--- config.mk ---
export PLATFORM = sky130hd
export DESIGN_NAME = multiplier_mac_pipe_flat
export DESIGN_NICKNAME = d
export VERILOG_FILES = /design/src/rtl/multiplier_mac_pipe_pkg.sv /design/src/rtl/multiplier_mac_pipe_if.sv /design/src/rtl/multiplier_pipe.sv /design/src/rtl/multiplier_mac_pipe.sv /design/src/flat_wrapper.sv
export SDC_FILE = /design/constraint.sdc
export NUM_CORES = 1
export LEC_CHECK = 0
export ABC_CLOCK_PERIOD_IN_PS = 4200
export CAP_MARGIN = 0
export CORE_MARGIN = 3
export CORE_UTILIZATION = 40
export DETAILED_ROUTE_END_ITERATION = 16
export PLACE_DENSITY = 0.71
export SLEW_MARGIN = 20
export SYNTH_ARGS = -nofsm -noshare
export SYNTH_HDL_FRONTEND = slang
export SYNTH_SLANG_ARGS = --single-unit
export TNS_END_PERCENT = 1
--- constraint.sdc ---
create_clock -name iClk -period 4.2 [get_ports iClk]
set_input_delay 0.84 -clock iClk [delete_from_list [all_inputs] [get_ports iClk]]
set_output_delay 0.84 -clock iClk [all_outputs]
set_load 0.1 [all_outputs]
--- src/rtl/multiplier_mac_pipe_pkg.sv ---
// Shared defaults, result mode type and saturation limit helpers for the MAC pipe.
package multiplier_mac_pipe_pkg;

  localparam int unsigned DefBitwidth = 8;
  localparam int unsigned DefAccwidth = 24;
  localparam int unsigned DefStages   = 2;

  // Per-sample mode carried down the pipe alongside the product.
  typedef enum logic {
    ModeLoad = 1'b0,
    ModeAcc  = 1'b1
  } acc_mode_e;

  // Largest representable accumulator value (caller truncates to accw bits).
  function automatic logic [63:0] sat_hi(input int unsigned accw, input int unsigned sgn);
    return (sgn != 0) ? (64'd1 << (accw - 1)) - 64'd1 : (64'd1 << accw) - 64'd1;
  endfunction

  // Smallest representable accumulator value, two's complement in 64 bits.
  function automatic logic [63:0] sat_lo(input int unsigned accw, input int unsigned sgn);
    return (sgn != 0) ? ~((64'd1 << (accw - 1)) - 64'd1) : 64'd0;
  endfunction

endpackage

--- src/rtl/multiplier_mac_pipe_if.sv ---
// Operand/result bundle of the MAC pipe; master drives operands, slave returns results.
interface multiplier_mac_pipe_if
  import multiplier_mac_pipe_pkg::*;
#(
  parameter int unsigned BITWIDTH = DefBitwidth,
  parameter int unsigned ACCWIDTH = DefAccwidth
);
  logic                iEn;
  logic                iClr;
  logic                iAcc;
  logic [BITWIDTH-1:0] iData0;
  logic [BITWIDTH-1:0] iData1;
  logic                oValid;
  logic [ACCWIDTH-1:0] oData;
  logic                oOvf;

  modport master (
    output iEn, iClr, iAcc, iData0, iData1,
    input  oValid, oData, oOvf
  );

  modport slave (
    input  iEn, iClr, iAcc, iData0, iData1,
    output oValid, oData, oOvf
  );
endinterface

--- src/rtl/multiplier_pipe.sv ---
// Operand capture plus a STAGES-deep product register chain; valid and mode ride along.
module multiplier_pipe
  import multiplier_mac_pipe_pkg::*;
#(
  parameter int unsigned BITWIDTH = DefBitwidth,
  parameter int unsigned STAGES   = DefStages,
  parameter int unsigned SIGNED   = 0
) (
  input  logic                    iClk,
  input  logic                    iRstN,
  input  logic                    iEn,
  input  logic                    iClr,
  input  logic                    iAcc,
  input  logic [BITWIDTH-1:0]     iData0,
  input  logic [BITWIDTH-1:0]     iData1,
  output logic [2*BITWIDTH-1:0]   oProd,
  output logic                    oValid,
  output acc_mode_e               oMode
);
  localparam int unsigned PW = 2 * BITWIDTH;

  logic [BITWIDTH-1:0] r_a;
  logic [BITWIDTH-1:0] r_b;
  logic                r_cap_vld;
  acc_mode_e           r_cap_mode;
  logic [PW-1:0]       r_prod  [STAGES];
  logic [STAGES-1:0]   r_pvld;
  acc_mode_e           r_pmode [STAGES];
  logic [PW-1:0]       w_prod;

  // Low PW bits of the product; signed mode only needs sign-extended operands.
  if (SIGNED != 0) begin : g_signed
    assign w_prod = {{BITWIDTH{r_a[BITWIDTH-1]}}, r_a} * {{BITWIDTH{r_b[BITWIDTH-1]}}, r_b};
  end else begin : g_unsigned
    assign w_prod = {{BITWIDTH{1'b0}}, r_a} * {{BITWIDTH{1'b0}}, r_b};
  end

  // Capture operands and shift the product chain; clear kills every valid bit in flight.
  always_ff @(posedge iClk or negedge iRstN) begin
    if (!iRstN) begin
      r_a        <= '0;
      r_b        <= '0;
      r_cap_vld  <= 1'b0;
      r_cap_mode <= ModeLoad;
      r_pvld     <= '0;
      for (int i = 0; i < STAGES; i++) begin
        r_prod[i]  <= '0;
        r_pmode[i] <= ModeLoad;
      end
    end else if (iClr) begin
      r_cap_vld <= 1'b0;
      r_pvld    <= '0;
    end else begin
      r_cap_vld  <= iEn;
      r_cap_mode <= acc_mode_e'(iAcc);
      if (iEn) begin
        r_a <= iData0;
        r_b <= iData1;
      end
      r_prod[0]  <= w_prod;
      r_pvld[0]  <= r_cap_vld;
      r_pmode[0] <= r_cap_mode;
      for (int i = 1; i < STAGES; i++) begin
        r_prod[i]  <= r_prod[i-1];
        r_pvld[i]  <= r_pvld[i-1];
        r_pmode[i] <= r_pmode[i-1];
      end
    end
  end

  assign oProd  = r_prod[STAGES-1];
  assign oValid = r_pvld[STAGES-1];
  assign oMode  = r_pmode[STAGES-1];

endmodule

--- src/rtl/multiplier_mac_pipe.sv ---
// Pipelined multiply-accumulate: product pipe followed by a saturating load/accumulate stage.
// Interface parameters must match BITWIDTH/ACCWIDTH here; ACCWIDTH >= 2*BITWIDTH, STAGES >= 1.
module multiplier_mac_pipe
  import multiplier_mac_pipe_pkg::*;
#(
  parameter int unsigned BITWIDTH = DefBitwidth,
  parameter int unsigned ACCWIDTH = DefAccwidth,
  parameter int unsigned STAGES   = DefStages,
  parameter int unsigned SIGNED   = 0
) (
  input logic                  iClk,
  input logic                  iRstN,
  multiplier_mac_pipe_if.slave bus
);
  localparam int unsigned PW   = 2 * BITWIDTH;
  localparam int unsigned ExtW = ACCWIDTH + 1 - PW;
  localparam logic [ACCWIDTH-1:0] SatHi = ACCWIDTH'(sat_hi(ACCWIDTH, SIGNED));
  localparam logic [ACCWIDTH-1:0] SatLo = ACCWIDTH'(sat_lo(ACCWIDTH, SIGNED));

  logic [PW-1:0]       w_prod;
  logic                w_pvld;
  acc_mode_e           w_mode;
  logic [ACCWIDTH:0]   w_ext;
  logic [ACCWIDTH:0]   w_acc_ext;
  logic [ACCWIDTH:0]   w_sum;
  logic                w_over;
  logic [ACCWIDTH-1:0] w_data_d;
  logic                w_ovf_d;
  logic                w_valid_d;
  logic [ACCWIDTH-1:0] r_data;
  logic                r_ovf;
  logic                r_valid;

  multiplier_pipe #(
    .BITWIDTH (BITWIDTH),
    .STAGES   (STAGES),
    .SIGNED   (SIGNED)
  ) u_pipe (
    .iClk   (iClk),
    .iRstN  (iRstN),
    .iEn    (bus.iEn),
    .iClr   (bus.iClr),
    .iAcc   (bus.iAcc),
    .iData0 (bus.iData0),
    .iData1 (bus.iData1),
    .oProd  (w_prod),
    .oValid (w_pvld),
    .oMode  (w_mode)
  );

  // Widen product and accumulator by one bit so the sum cannot wrap before the range check.
  always_comb begin
    w_ext     = (SIGNED != 0) ? {{ExtW{w_prod[PW-1]}}, w_prod} : {{ExtW{1'b0}}, w_prod};
    w_acc_ext = (SIGNED != 0) ? {r_data[ACCWIDTH-1], r_data} : {1'b0, r_data};
    w_sum     = w_acc_ext + w_ext;
    // Signed overflow shows as disagreement between the two top bits.
    w_over    = (SIGNED != 0) ? (w_sum[ACCWIDTH] ^ w_sum[ACCWIDTH-1]) : w_sum[ACCWIDTH];
  end

  // Next output state: bubbles hold, loads replace, accumulates add with clamping.
  always_comb begin
    w_data_d  = r_data;
    w_ovf_d   = r_ovf;
    w_valid_d = 1'b0;
    if (w_pvld) begin
      w_valid_d = 1'b1;
      if (w_mode == ModeLoad) begin
        w_data_d = w_ext[ACCWIDTH-1:0];
      end else if (w_over) begin
        w_ovf_d  = 1'b1;
        w_data_d = ((SIGNED != 0) && w_sum[ACCWIDTH]) ? SatLo : SatHi;
      end else begin
        w_data_d = w_sum[ACCWIDTH-1:0];
      end
    end
  end

  // Output registers; clear wins over any sample completing this edge.
  always_ff @(posedge iClk or negedge iRstN) begin
    if (!iRstN) begin
      r_data  <= '0;
      r_ovf   <= 1'b0;
      r_valid <= 1'b0;
    end else if (bus.iClr) begin
      r_data  <= '0;
      r_ovf   <= 1'b0;
      r_valid <= 1'b0;
    end else begin
      r_data  <= w_data_d;
      r_ovf   <= w_ovf_d;
      r_valid <= w_valid_d;
    end
  end

  assign bus.oData  = r_data;
  assign bus.oOvf   = r_ovf;
  assign bus.oValid = r_valid;

endmodule

--- src/flat_wrapper.sv ---
// flat-port wrapper written by rule: the top's interface ports become plain ports
module multiplier_mac_pipe_flat import multiplier_mac_pipe_pkg::*;
#(
  parameter int unsigned BITWIDTH = DefBitwidth,
  parameter int unsigned ACCWIDTH = DefAccwidth,
  parameter int unsigned STAGES   = DefStages,
  parameter int unsigned SIGNED   = 0
)
  (iClk, iRstN, bus_iEn, bus_iClr, bus_iAcc, bus_iData0, bus_iData1, bus_oValid, bus_oData, bus_oOvf);
  multiplier_mac_pipe_if #(.BITWIDTH(BITWIDTH), .ACCWIDTH(ACCWIDTH)) bus_i ();
  input logic iClk;
  input logic iRstN;
  input wire logic [$bits(bus_i.iEn)-1:0] bus_iEn;
  input wire logic [$bits(bus_i.iClr)-1:0] bus_iClr;
  input wire logic [$bits(bus_i.iAcc)-1:0] bus_iAcc;
  input wire logic [$bits(bus_i.iData0)-1:0] bus_iData0;
  input wire logic [$bits(bus_i.iData1)-1:0] bus_iData1;
  output wire logic [$bits(bus_i.oValid)-1:0] bus_oValid;
  output wire logic [$bits(bus_i.oData)-1:0] bus_oData;
  output wire logic [$bits(bus_i.oOvf)-1:0] bus_oOvf;
  assign bus_i.iEn = bus_iEn;
  assign bus_i.iClr = bus_iClr;
  assign bus_i.iAcc = bus_iAcc;
  assign bus_i.iData0 = bus_iData0;
  assign bus_i.iData1 = bus_iData1;
  assign bus_oValid = bus_i.oValid;
  assign bus_oData = bus_i.oData;
  assign bus_oOvf = bus_i.oOvf;
  multiplier_mac_pipe #(.BITWIDTH(BITWIDTH), .ACCWIDTH(ACCWIDTH), .STAGES(STAGES), .SIGNED(SIGNED)) u_core (.iClk(iClk), .iRstN(iRstN), .bus(bus_i));
endmodule
Word-level counts from Yosys, hierarchy flattened
Index checks and enable logic that the tools add are counted.
{"block": "word_totals", "regBits": 80, "inputBits": 21, "out_inout_bits": 26, "wordCells": 32}
{"block": "op_classes", "n_addsub": 1, "n_mul": 1, "muxes": 12, "bitwise": 1, "n_reduce_logical": 5}
{"op": "2-to-1 mux 24 bit", "n": 4}
{"op": "adder 24 x 16 -> 25 bit", "n": 1}
{"op": "multiplier 8 x 8 -> 16 bit", "n": 1}
{"op": "2-to-1 mux 1 bit", "n": 7}
{"op": "nonzero test 2 bit", "n": 3}
{"op": "AND reduction 3 bit", "n": 1}
{"op": "2-to-1 mux 2 bit", "n": 1}
{"op": "AND reduction 2 bit", "n": 1}
{"op": "NOT 1 bit", "n": 1}

Depth between registers and ports, before layout
{"block": "depth", "depth_word": 5, "depth_mapped": 17, "mapped_depth_nobuf": 17}

By module
From an unflattened synthesis, not the netlist that was laid out.
{"block": "unflattened", "cells_unflattened": 620, "hier_area_um2": 6266.0}
{"mod": "multiplier_pipe", "instances": 1, "cells_per_inst": 386, "area_each_um2": 4157.7}
{"mod": "multiplier_mac_pipe", "instances": 1, "cells_per_inst": 234, "area_each_um2": 2108.3}

Least setup slack after synthesis
OpenSTA, ideal clock, no wires.
{"block": "synth_timing", "kind": "reg-to-reg", "startpoint": "register u_core.u_pipe.r_b[7]", "endpoint": "register u_core.u_pipe.r_prod[29] (netlist name)", "arrival_time_ns": 4.331, "required_ns": 4.068, "slack_ns": -0.263, "path_stages_with_launch": 17, "path_buffers": 0, "path_cell_list": "dfrtp_1 -> nand2_1 -> fa_1 -> fa_1 -> inv_1 -> fa_1 -> inv_1 -> fa_1 -> inv_1 -> ha_1 -> o21a_1 -> o31a_1 -> o31a_1 -> or4_1 -> a31oi_1 -> xor2_1 -> o21ai_1"}
{"block": "synth_between", "elab_chain_cells": 1}
{"item": "from (decl)", "line_no": "multiplier_pipe.sv:23", "source": "logic [BITWIDTH-1:0] r_b;"}
{"item": "from (signal assigned)", "line_no": "multiplier_pipe.sv:58", "source": "r_b <= iData1;"}
{"item": "multiplier 8 x 8 -> 16 bit", "line_no": "multiplier_pipe.sv:35", "source": "assign w_prod = {{BITWIDTH{1'b0}}, r_a} * {{BITWIDTH{1'b0}}, r_b};"}
{"item": "to (signal, indexed assignment)", "line_no": "multiplier_pipe.sv:64", "source": "r_prod[i] <= r_prod[i-1];"}
{"item": "to (decl)", "line_no": "multiplier_pipe.sv:26", "source": "logic [PW-1:0] r_prod [STAGES];"}
Every way passes these cells.
A chain may end at the register's enable or synchronous reset.

Worst setup path in the final report
{"block": "layout_timing", "startpoint": "register u_core.u_pipe.r_a[1]", "endpoint": "register u_core.u_pipe.r_prod[31] (netlist name)"}
{"block": "layout_between", "elab_chain_cells": 1}
{"item": "from (decl)", "line_no": "multiplier_pipe.sv:22", "source": "logic [BITWIDTH-1:0] r_a;"}
{"item": "from (signal assigned)", "line_no": "multiplier_pipe.sv:57", "source": "r_a <= iData0;"}
{"item": "multiplier 8 x 8 -> 16 bit", "line_no": "multiplier_pipe.sv:35"}
Every way passes these cells.

==> impl_metrics.env <==
export IMPL_critPathRequiredTime_ps=4450
export IMPL_hp_class="flop to flop"
export IMPL_routabilityCongestion=0.867
export IMPL_p_per_area_nw_per_um2=669
export IMPL_crit_fanout=7
export IMPL_synth_most_common_cell="dfrtp_1"
export IMPL_hold_viol=0
export IMPL_crit_path_start_kind="flop"
export IMPL_area_growth_pct=21.6
export IMPL_slew_headroom_pct=34.7
export IMPL_yosysSeqAreaShare_pct=32.9
export IMPL_clk_pin_slew_ps=60
export IMPL_cts_buffers=9
export IMPL_clkLatencyLatePin_ps=340
export IMPL_initial_core_util_pct=41.4
export IMPL_timing_final_max_slew_violations=0
export IMPL_async_flop_share_pct=100
export IMPL_setup_viol=2
export IMPL_cts_sinks=80
export IMPL_worstSetupPathType="flop to flop"
export IMPL_synth_common_cells="80 x dfrtp_1, 68 x nand2_1, 57 x inv_1"
export IMPL_grt_start_max_net_pins=81
export IMPL_core_area_um2=14700
export IMPL_dp_cells=864
export IMPL_synth_ff_type="dfrtp_1"
export IMPL_die_h_um=129
export IMPL_synth_edf_count=0
export IMPL_setup_ws_ps=-203
export IMPL_wl_per_cell_um=14.9
export IMPL_grt_overflow_total=0
export IMPL_cts_root_buf="clkbuf_16"
export IMPL_synth_seq_cells=80
export IMPL_routed_wl_um=13100
export IMPL_violations="setup timing"
export IMPL_place_hpwl_um=10200
export IMPL_syn_nets=725
export IMPL_grt_pass1_wl_um=22600
export IMPL_cts_hold_buf=0
export IMPL_tritoncts="yes"
export IMPL_drt_iter0_markers=166
export IMPL_worst_pin_slew_ps=977
export IMPL_ctsLongestPathBuffers=2
export IMPL_dpl_worst_slack_ps=-355
export IMPL_fp_dieArea_um2=16700
export IMPL_grt_antenna_before_repair=0
export IMPL_diodes=0
export IMPL_viasPerCell=5.35
export IMPL_timing_fmax_mhz=227
export IMPL_drcViolationCount=0
export IMPL_clock_skew_ps=9.12
export IMPL_synth_cell_type_count=54
export IMPL_grt_setup_unrepaired="true"
export IMPL_worstRegToRegCells=16
export IMPL_h_tree_depth=3
export IMPL_cp_data_arrival_time_ps=4650
export IMPL_fin_worst_hold_slack_ps=465
export IMPL_synth_area_leaders="dfrtp_1 33%, fa_1 12%, ha_1 11%"
export IMPL_synth_area_per_cell_um2=9.90
export IMPL_p_total_mw=4.95
export IMPL_maxCapViolations=0
export IMPL_die_width_um=129
export IMPL_nets=806
export IMPL_yosys_area_top_type="dfrtp_1"
export IMPL_rows=44
export IMPL_instances_no_fill=884
export IMPL_synth_cells=615
export IMPL_yosys_area_top_type_share_pct=32.9
export IMPL_synth_warnings=0
export IMPL_drive_gt1_share_pct=17.0
export IMPL_synthesis_area_um2=6090
export IMPL_period_share_pct=105
export IMPL_port_buffer_count=46
export IMPL_drtAntennaViolNets=0
export IMPL_grt_pass1_vias=4823
export IMPL_peakVddDrop_mv=0.291
export IMPL_io_pins=47
export IMPL_cp_end_kind="flop"
export IMPL_vias=4729
export IMPL_p_leak_nw=3.44
export IMPL_drt_pass1_iterations=4
export IMPL_period_needed_ps=4400
export IMPL_status="complete, but fails checks"
export IMPL_grt_total_usage_pct=16.6
export IMPL_holdPathStages=1
[layout by cell type, fill, tap and decap left out, drive strengths merged, types with 4 or more instances in the layout]
master | netlist | routed
a211oi | 8 | 8
o31ai | 7 | 7
xor2 | 9 | 9
clkbuf | 13 | 11
dfrtp | 80 | 80
buf | 5 | 44
a41oi | 5 | 5
nor2 | 18 | 18
o21a | 7 | 7
inv | 57 | 58
nand2b | 6 | 6
xnor2 | 10 | 10
nor3 | 9 | 9
o221ai | 13 | 13
o21ai | 27 | 27
ha | 52 | 52
a21o | 11 | 11
nand3 | 11 | 11
clkdlybuf4s50 | 0 | 44
a21oi | 24 | 24
nand4 | 5 | 5
mux2 | 39 | 39
fa | 37 | 37
o211ai | 5 | 5
and2 | 49 | 49
and3 | 4 | 4
nor2b | 7 | 7
or2 | 4 | 4
nand2 | 68 | 68
[timing repair]
item,CTS,global route
pin swaps,12,12
setup endpoints to repair,5,6
resized for setup,14,11
hold endpoints to repair,0,0
setup buffers,4,1
[power by group]
| group | leakage [nW] | switching (mW) | total, mW | internal [mW] |
|---|---|---|---|---|
| Clock | 0.128 | 0.313 | 0.728 | 0.414 |
| Combinational | 2.31 | 1.54 | 3.10 | 1.56 |
| Sequential | 1.01 | 0.161 | 1.12 | 0.963 |
[cell type report]
cell class | instances | area, µm²
Inverter | 57 | 214
Tap cell | 184 | 230
Clock inverter | 4 | 28.8
Timing Repair Buffer | 88 | 776
Clock buffer | 11 | 243
Fill cell | 1336 | 7290
Multi-Input combinational cell | 460 | 3900
Sequential cell | 80 | 2010
[registers in the layout, indices dropped and copies added (netlist names), 2 cells and up]
name and flops:
u_core.bus.oData 24, u_core.u_pipe.oProd 16, u_core.u_pipe.r_a 8, u_core.u_pipe.r_b 8, u_core.u_pipe.r_prod 16, u_core.u_pipe.r_pvld 2
[metal layers]
metal / up-vias / routed length (µm) / share of wire [%] / GRT usage, %
met5: - / 0 / 0 / 0
met3: 20 / 454 / 3.5 / 3.34
met1: 2297 / 5810 / 44 / 20.4
met2: 107 / 6630 / 51 / 29.2
met4: 0 / 230 / 1.8 / 5.44
li1: 2305 / - / - / -
[stage by stage]
stage	setup TNS (ps)	utilization (%)	instance area [µm²]
final	-343	50.4	7400
after global routing	-1010	50.4	7400
after CTS	-372	50.0	7360
after detailed placement	-810	47.8	7030
after global placement	-597	47.8	7030
after floorplan	-148	-	6140
[worst paths after layout]
kind | start | to | slack [ps]
setup / recovery | u_core.u_pipe.r_a[1] | u_core.u_pipe.r_prod[31] | -200
hold / removal | u_core.u_pipe.r_cap_vld | u_core.u_pipe.r_pvld[0] | 470
setup reg to reg | u_core.u_pipe.r_a[1] | u_core.u_pipe.r_prod[31] | -200
hold reg to reg | u_core.u_pipe.r_cap_vld | u_core.u_pipe.r_pvld[0] | 470
max in group asynchronous | iRstN | u_core.u_pipe.r_a[3] | 3110
min in group asynchronous | iRstN | u_core.bus.oData[15] | 530
[cell families (layout without fill, tap and decap cells)]
logic type | Yosys count | count (layout) | synth area share [%]
compound gates | 125 | 125 | 14.2
xor+xnor | 19 | 19 | 2.73
fa+ha+maj | 89 | 89 | 22.8
buf+inv | 75 | 160 | 4.64
flops | 80 | 80 | 32.9
mux | 39 | 39 | 7.21
simple gates | 188 | 188 | 15.5
[critical path, stage by stage (launching register included)]
cell	delay, ps
dfrtp_2	450
and2_4	180
fa_2	370
inv_1	80
fa_1	430
fa_1	480
fa_1	510
inv_2	50
ha_4	210
o21a_1	180
o31a_1	110
o31a_1	290
buf_4	150
o31ai_4	180
nor2_1	70
or4_1	470
o211ai_1	110
Power figures use the tool's default switching activity.
